## src/rtl/spi_config_loader_pkg.sv

```systemverilog
// Shared definitions for the SPI configuration loader and the network core it
// feeds: frame field positions, FSM state encoding and parameter-file defaults.
package spi_config_loader_pkg;

  // 16-bit frame: [15] R/W (1 = read), [14:12] reserved, [11:8] addr, [7:0] data
  localparam int RW_BIT   = 15;
  localparam int ADDR_MSB = 11;
  localparam int ADDR_LSB = 8;
  localparam int DATA_MSB = 7;
  localparam int DATA_LSB = 0;

  // Parameter register-file shape, shared with the spiking-network core
  localparam int         NUM_REGS_DEF      = 15;
  localparam logic [7:0] THRESHOLD_RST_DEF = 8'd255;

  typedef enum logic [1:0] {
    IDLE    = 2'd0,
    SHIFT   = 2'd1,
    COMMIT  = 2'd2,
    WAIT_CS = 2'd3
  } cfg_state_e;

  // True when addr names an implemented parameter register
  function automatic logic addr_in_range(input logic [3:0] addr,
                                         input logic [4:0] num_regs);
    return ({1'b0, addr} < num_regs);
  endfunction

endpackage

```

## src/rtl/spi_config_loader_sync_edge_detect.sv

```systemverilog
// Multi-flop synchronizer for an asynchronous pin, with single-cycle rise and
// fall pulses derived from the synchronized level.
//   clk, rst_n : system clock, asynchronous active-low reset
//   async_in   : asynchronous input pin
//   sync_out   : synchronized level (STAGES cycles of latency)
//   rise, fall : one-cycle pulses on synchronized edges
module spi_config_loader_sync_edge_detect #(
  parameter int   STAGES  = 2,
  parameter logic RST_VAL = 1'b0
) (
  input  logic clk,
  input  logic rst_n,
  input  logic async_in,
  output logic sync_out,
  output logic rise,
  output logic fall
);

  logic [STAGES-1:0] chain;
  logic              prev;

  always_ff @(posedge clk or negedge rst_n) begin
    if (!rst_n) begin
      chain <= {STAGES{RST_VAL}};
      prev  <= RST_VAL;
    end else begin
      chain <= {chain[STAGES-2:0], async_in};
      prev  <= chain[STAGES-1];
    end
  end

  assign sync_out = chain[STAGES-1];
  assign rise     = sync_out & ~prev;
  assign fall     = ~sync_out & prev;

endmodule

```

## src/rtl/spi_config_loader.sv

```systemverilog
// SPI mode-0 configuration front end for the spiking-network core. Receives
// 16-bit frames, issues single-cycle parameter writes and keeps a shadow copy
// of every parameter byte so the host can read values back over MISO.
//   clk, rst_n        : system clock, asynchronous active-low reset
//   spi_sclk/cs_n/mosi: asynchronous SPI inputs (sclk idles low)
//   spi_miso          : read data, driven only during bits 8..15 of read frames
//   cfg_addr/cfg_data : register-file write address/data (held between writes)
//   cfg_write_enable  : one-cycle write strobe
//   busy              : frame in progress (SHIFT or COMMIT)
//   frame_error       : one-cycle pulse on an aborted or out-of-range write
module spi_config_loader
  import spi_config_loader_pkg::*;
#(
  parameter int         SYNC_STAGES   = 2,
  parameter int         NUM_REGS      = NUM_REGS_DEF,
  parameter logic [7:0] THRESHOLD_RST = THRESHOLD_RST_DEF
) (
  input  logic       clk,
  input  logic       rst_n,
  input  logic       spi_sclk,
  input  logic       spi_cs_n,
  input  logic       spi_mosi,
  output logic       spi_miso,
  output logic [3:0] cfg_addr,
  output logic [7:0] cfg_data,
  output logic       cfg_write_enable,
  output logic       busy,
  output logic       frame_error
);

  localparam logic [4:0] NREGS = NUM_REGS[4:0];
  // Header byte is complete after 8 bits; its fields sit 8 positions lower then
  localparam int HDR_SHIFT = 8;

  cfg_state_e state, state_nxt;

  logic                   sclk_lvl_unused, sclk_rise, sclk_fall;
  logic                   cs_n_s, cs_rise, cs_fall;
  logic [SYNC_STAGES-1:0] mosi_chain;
  logic                   mosi_s;

  logic [4:0]  bit_cnt;
  logic [15:0] shift_reg;
  logic [15:0] frame_nxt;
  logic [7:0]  tx_reg;
  logic        rd_frame;
  logic [7:0]  shadow [NUM_REGS];

  logic        shift_evt, last_bit;
  logic [3:0]  hdr_addr;
  logic        commit_addr_ok;

  spi_config_loader_sync_edge_detect #(.STAGES(SYNC_STAGES), .RST_VAL(1'b0)) u_sync_sclk (
    .clk      (clk),
    .rst_n    (rst_n),
    .async_in (spi_sclk),
    .sync_out (sclk_lvl_unused),
    .rise     (sclk_rise),
    .fall     (sclk_fall)
  );

  spi_config_loader_sync_edge_detect #(.STAGES(SYNC_STAGES), .RST_VAL(1'b1)) u_sync_cs (
    .clk      (clk),
    .rst_n    (rst_n),
    .async_in (spi_cs_n),
    .sync_out (cs_n_s),
    .rise     (cs_rise),
    .fall     (cs_fall)
  );

  // mosi only needs a level; it is sampled on the synced sclk rise, and since
  // it shares the sclk synchronizer depth it is stable by then
  always_ff @(posedge clk or negedge rst_n) begin
    if (!rst_n) mosi_chain <= '0;
    else        mosi_chain <= {mosi_chain[SYNC_STAGES-2:0], spi_mosi};
  end
  assign mosi_s = mosi_chain[SYNC_STAGES-1];

  assign frame_nxt      = {shift_reg[14:0], mosi_s};
  assign shift_evt      = (state == SHIFT) && sclk_rise;
  assign last_bit       = shift_evt && (bit_cnt == 5'd15);
  assign hdr_addr       = frame_nxt[ADDR_MSB-HDR_SHIFT:ADDR_LSB-HDR_SHIFT];
  assign commit_addr_ok = addr_in_range(shift_reg[ADDR_MSB:ADDR_LSB], NREGS);

  // State register
  always_ff @(posedge clk or negedge rst_n) begin
    if (!rst_n) state <= IDLE;
    else        state <= state_nxt;
  end

  // Next state and strobes
  always_comb begin
    state_nxt        = state;
    cfg_write_enable = 1'b0;
    frame_error      = 1'b0;
    case (state)
      IDLE: begin
        if (cs_fall) state_nxt = SHIFT;
      end
      SHIFT: begin
        // A 16th bit arriving with cs_n rising still completes the frame
        if (last_bit) begin
          state_nxt = COMMIT;
        end else if (cs_rise) begin
          frame_error = 1'b1;
          state_nxt   = IDLE;
        end
      end
      COMMIT: begin
        state_nxt = WAIT_CS;
        if (!shift_reg[RW_BIT]) begin
          if (commit_addr_ok) cfg_write_enable = 1'b1;
          else                frame_error      = 1'b1;
        end
      end
      WAIT_CS: begin
        // Level test so a cs_n rise already seen during COMMIT is not lost
        if (cs_n_s) state_nxt = IDLE;
      end
      default: state_nxt = IDLE;
    endcase
  end

  // Frame datapath, shadow copy and core-facing write registers
  always_ff @(posedge clk or negedge rst_n) begin
    if (!rst_n) begin
      bit_cnt   <= '0;
      shift_reg <= '0;
      tx_reg    <= '0;
      rd_frame  <= 1'b0;
      cfg_addr  <= '0;
      cfg_data  <= '0;
      for (int i = 0; i < NUM_REGS; i++) begin
        shadow[i] <= (i == 0) ? THRESHOLD_RST : 8'h00;
      end
    end else begin
      if ((state == IDLE) && cs_fall) begin
        bit_cnt  <= '0;
        rd_frame <= 1'b0;
      end

      if (shift_evt) begin
        shift_reg <= frame_nxt;
        bit_cnt   <= bit_cnt + 5'd1;
        if ((bit_cnt == 5'd7) && frame_nxt[RW_BIT-HDR_SHIFT]) begin
          rd_frame <= 1'b1;
          tx_reg   <= addr_in_range(hdr_addr, NREGS) ? shadow[hdr_addr] : 8'h00;
        end
      end

      // tx[7] already holds the MSB at bit 8, so shifting starts with bit 9
      if ((state == SHIFT) && sclk_fall && rd_frame &&
          (bit_cnt >= 5'd9) && (bit_cnt <= 5'd15)) begin
        tx_reg <= {tx_reg[6:0], 1'b0};
      end

      // Address/data are registered on the last bit so they are already
      // valid in the COMMIT cycle where the strobe is raised
      if (last_bit && !frame_nxt[RW_BIT] &&
          addr_in_range(frame_nxt[ADDR_MSB:ADDR_LSB], NREGS)) begin
        cfg_addr <= frame_nxt[ADDR_MSB:ADDR_LSB];
        cfg_data <= frame_nxt[DATA_MSB:DATA_LSB];
      end

      if (cfg_write_enable) begin
        shadow[shift_reg[ADDR_MSB:ADDR_LSB]] <= shift_reg[DATA_MSB:DATA_LSB];
      end
    end
  end

  assign busy     = (state == SHIFT) || (state == COMMIT);
  assign spi_miso = (rd_frame && (state == SHIFT) && (bit_cnt[4:3] == 2'b01))
                    ? tx_reg[7] : 1'b0;

endmodule
```

## config.mk

```make
export PLATFORM = sky130hd
export DESIGN_NAME = spi_config_loader
export DESIGN_NICKNAME = d
export VERILOG_FILES = /design/src/rtl/spi_config_loader_pkg.sv /design/src/rtl/spi_config_loader_sync_edge_detect.sv /design/src/rtl/spi_config_loader.sv
export SDC_FILE = /design/constraint.sdc
export NUM_CORES = 1
export LEC_CHECK = 0
export CORE_MARGIN = 3
export CORE_UTILIZATION = 55
export DETAILED_ROUTE_END_ITERATION = 6
export PLACE_DENSITY = 0.79
export SKIP_CTS_REPAIR_TIMING = 1
export SYNTH_ARGS = -nofsm -noshare
export SYNTH_HDL_FRONTEND = slang
export SYNTH_SLANG_ARGS = --single-unit
```

## constraint.sdc

```tcl
create_clock -name clk -period 2.41 [get_ports clk]
set_input_delay 0.3615 -clock clk [delete_from_list [all_inputs] [get_ports clk]]
set_output_delay 0.3615 -clock clk [all_outputs]
set_load 0.1 [all_outputs]
```

# == Word-level counts from Yosys, hierarchy flattened ==
# Cells that the tools add are included.
# op_classes
n_reduce_logical,21
multipliers,0
bitwise_logic,10
eq_ne,9
shifts,0
n_lt_le_gt_ge,8
addsub,1
muxes,29
div,0
# op_table
cell,n
$bwmux W120,1
$mux W8,7
$bmux W8 S4,1
$demux W8 S4,1
$logic_and A1 B1 Y1,13
$lt A4 B4 Y1 const B,3
$mux W1,11
$ge A5 B5 Y1 const B,2
$mux W5,2
$not A4 Y5,2
$mux W2,4
$pmux W2 S4,1
$reduce_bool A2 Y1,3
$add A5 B1 Y5 const B,1
$eq A5 B3 Y1 const B,1
$eq A5 B4 Y1 const B,1
$ge A5 B4 Y1 const B,1
$le A5 B4 Y1 const B,1
$lt A5 B1 Y1 const B,1
$and A1 B1 Y1,4
$eq A2 B1 Y1 const B,2
$eq A2 B2 Y1 const B,2
$not A1 Y1,4
$ne A3 B3 Y1 const B,1
other kinds (8),8
# word_totals
ram_bits,0
word_cells,105
n_memories,0
regBits,172
rom_bits,0
latch_bits,0

# == Logic depth before layout (Yosys ltp) ==
# depth
ltp_word,8
mapped_depth,8
depth_no_buf,7

# == Cells and area by module ==
# From an unflattened synthesis, not the netlist that was laid out.
# hier_totals
hier_cells,553
hier_area_um2,7833.8
# by_module_without_submodules
mod,instances,seq_area_each_um2,area_each_um2,cells_each
spi_config_loader,1,4164.0,7649.8,543
spi_config_loader_sync_edge_detect at u_sync_cs,1,78.8,93.8,5
spi_config_loader_sync_edge_detect at u_sync_sclk,1,75.1,90.1,5

# == Worst setup path before layout ==
# No wires, ideal clock.
# synth_timing
kind,flip-flop to output port
startpoint,reg state[0]
endpoint,out cfg_write_enable
stages_incl_launch_ff,5
slack_ps,-361
t_arrival_ps,2410
cell_sequence,dfrtp_1 > inv_1 > ha_1 > nand2b_1 > a41oi_1
# synth_between
elab_chain_len,2
# synth_rtl
item,line_no,source
from (decl),spi_config_loader.sv:35,"cfg_state_e state, state_nxt;"
from (signal assigned),spi_config_loader.sv:88,else state <= state_nxt;
$eq A2 B2 Y1,spi_config_loader.sv:96,case (state)
$mux W1,spi_config_loader.sv:96,
to (decl),spi_config_loader.sv:26,"output logic cfg_write_enable,"
# Every way passes these cells.

# == Worst setup path after layout ==
# layout_timing
startpoint,reg bit_cnt[1]
endpoint,out frame_error
# layout_between
elab_chain_len,4
# layout_rtl
item,line_no,source
from (decl),spi_config_loader.sv:42,logic [4:0] bit_cnt;
from (signal assigned),spi_config_loader.sv:144,bit_cnt <= bit_cnt + 5'd1;
$eq A5 B4 Y1,spi_config_loader.sv:81,assign last_bit = shift_evt && (bit_cnt == 5'd15);
$logic_and A1 B1 Y1,spi_config_loader.sv:81,
$mux W1,spi_config_loader.sv:102,if (last_bit) begin
$pmux W1 S2,spi_config_loader.sv:96,
to (decl),spi_config_loader.sv:28,output logic frame_error
# Every way passes these cells.

==> results.py <==
metrics = {
    "route": {
        "drc_errors": 0,
        "vias_per_cell": 6.00,
        "wire_per_inst_um": 20.4,
        "postRouteAntennaNets": 0,
        "routed_wl_um": 16200,
        "via_count": 4787,
        "drt-pass1-iter-count": 5,
        "drt_iter0_drc": 222,
    },
    "worst_hold_path": {
        "holdPathStages": 1,
        "hold_class": "primary input to register",
        "min-delay-start": "spi_cs_n",
        "holdPathEnd": "u_sync_cs.chain[0]$_DFF_PN1_",
    },
    "layout": {
        "final_common_cell": "dfrtp_1",
        "nets": 618,
        "final_cell_mix": "159 x dfrtp_1, 121 x mux2_2, 77 x nand2_1",
        "diodes": 0,
        "area.growth.synth_to_final_pct": 14.0,
        "largest_reg_flops": 120,
        "instances_no_fill": 798,
        "drive_gt1_frac": 0.393,
    },
    "timing": {
        "min_period_ps": 2430,
        "slew_headroom": 0.506,
        "slew_viol_final": 0,
        "fin_ws_ps": -24.4,
        "setup_viol": 1,
        "skew_ps": 10.6,
        "rsz0062_at_grt": "true",
        "tightest_slew_ps": 741,
        "clock.fmax_ghz": 0.411,
        "whs_ps": 328,
        "timing.setup.tns_ps": -24.4,
        "period_share": 1.01,
        "finalHoldViolCount": 0,
    },
    "run": {
        "drv_cap": 0,
    },
    "setup_path": {
        "r2r_end": "cfg_data[6]$_DFFE_PN0P_",
        "critPathCaptureType": "output port",
        "path_class": "register to output port",
        "cpMostUsedCell": "ha_4",
        "path_cells": "ha_4, and3_4, ha_4, a21boi_4, nand3b_1, o21ai_1, and2_4, buf_12",
        "cp.buffers_inverters": 1,
        "max_stage_delay_ps": 440,
        "rrSetupSlack_ps": 140,
        "r2r_cells": 9,
        "path_delay_family": "flip-flops",
        "critical_path_arrival_ps": 2070,
        "worst_ep_required_time_ps": 2050,
        "cp_slowest_cell": "dfrtp_1",
        "critPathMaxFanout": 5,
        "reg2reg_from": "bit_cnt[1]$_DFFE_PN0P_",
        "cp-start-kind": "register",
    },
    "clocking": {
        "cts_made_buffers": 17,
        "clk_path_buf_depth": 2,
        "clk_pin_slew_ps": 70,
        "htreeDepth": 4,
        "clock_latency_ps": 430,
        "cts_root_buf": "clkbuf_16",
        "cts_tree": "done",
        "cts.sinks": 172,
    },
    "floorplanning": {
        "die_w_um": 126,
        "initial_core_util": 0.564,
        "dieArea_um2": 15800,
        "rows": 43,
        "io_pins": 21,
        "die_h_um": 126,
        "core-area_um2": 13900,
    },
    "outcome": {
        "violations": "setup timing",
        "outcome": "finished with violations",
    },
    "global_route": {
        "antenna_found_initial": 0,
        "grt_pass1_vias": 5062,
        "grt_pass1_wl_um": 26800,
        "overflow": 0,
        "grt_use_total": 0.220,
        "grt_start_max_net_pins": 63,
    },
    "logic_synthesis": {
        "synth_ff_type": "dfrtp_1",
        "synth_top_cell_by_area": "dfrtp_1",
        "synth_cell_types": 43,
        "netlist_area_um2": 7860,
        "ys_ff_latch": 172,
        "synth_edf_count": 0,
        "synthArstFlopShare": 1.00,
        "syn_avg_cell_area_um2": 13.5,
        "seq_area_frac_synth": 0.550,
        "yosysWarnings": 0,
        "yosysTopAreaCellShare": 0.513,
        "syn_inst": 584,
        "synth_area_leaders": "dfrtp_1 51%, mux2_2 17%, mux4_2 5.2%, mux2i_1 4.6%, dfstp_2 3.7%",
        "syn-num-nets": 596,
    },
    "power": {
        "vdd_drop_max_mv": 0.506,
        "leakagePower_uw": 0.00424,
        "p_total_uw": 7170,
        "p_per_area_nw_per_um2": 801,
    },
    "placement": {
        "dp_worst_setup_slack_ps": 35.8,
        "place_congestion": 0.841,
        "place_inst": 762,
        "dp.final_hpwl_um": 10500,
        "port-buffer-count": 20,
    },
}
## kinds of logic after synthesis
| group | Yosys count | share of synthesized area |
|---|---|---|
| buffers and inverters | 44 | 0.0250 |
| and+or+nand+nor | 134 | 0.0854 |
| AOI/OAI and AO/OA | 43 | 0.0411 |
| muxes | 184 | 0.288 |
| adders and majority gates | 7 | 0.0111 |
| DFF | 172 | 0.550 |
## synth_stat cells (3+ instances only)
| master | n |
|---|---|
| mux4_2 | 18 |
| o211ai_1 | 18 |
| buf_2 | 13 |
| mux2_2 | 121 |
| mux2_4 | 8 |
| clkbuf_1 | 24 |
| ha_1 | 7 |
| inv_1 | 5 |
| dfstp_2 | 11 |
| dfrtp_1 | 161 |
| a22oi_1 | 6 |
| nand2_1 | 77 |
| nand3_1 | 9 |
| nor2b_1 | 16 |
| nor3_1 | 3 |
| o21ai_0 | 8 |
| nor2_1 | 8 |
| and2_1 | 3 |
| mux2i_1 | 36 |
## routing by layer
layer,up-vias,track usage,part of all wire
li1,2136,-,-
met1,2528,0.289,0.44
met2,102,0.360,0.51
met3,21,0.0547,0.032
met4,0,0.0727,0.019
met5,-,0,0
## final cells by class
type	count	area, µm²
fill	1022	4980
multi-input combinational	368	3390
tap	180	225
inverter	5	18.8
sequential	172	4320
timing repair buffer	42	429
clock buffer	19	443
clock inverter	12	124
## report_power, final
group          leakage [µW]  switching [µW]  internal, µW
Combinational       0.00163             704           452
Clock              0.000270            1100          1540
Sequential          0.00234             393          2990
Total               0.00424            2200          4970
## through the flow
step / utilization / area, µm²
2_1_floorplan: - / 7860
3_3_place_gp: 0.596 / 8300
3_5_place_dp: 0.596 / 8300
4_1_cts: 0.636 / 8870
5_1_grt: 0.643 / 8950
6_report: 0.643 / 8950
## how the worst max path moves through the flow
stage | depth (start not counted) | end | start | slack (ps)
after global routing | 8 | frame_error | bit_cnt[1]$_DFFE_PN0P_ | -130
after floorplan | 4 | spi_miso | register | 50
after global placement | 8 | frame_error | bit_cnt[0]$_DFFE_PN0P_ | 130
after detailed placement | 8 | frame_error | bit_cnt[0]$_DFFE_PN0P_ | 40
after CTS | 8 | frame_error | bit_cnt[0]$_DFFE_PN0P_ | -430
final | 8 | frame_error | bit_cnt[1]$_DFFE_PN0P_ | -20
Power figures use the tool's default switching activity.
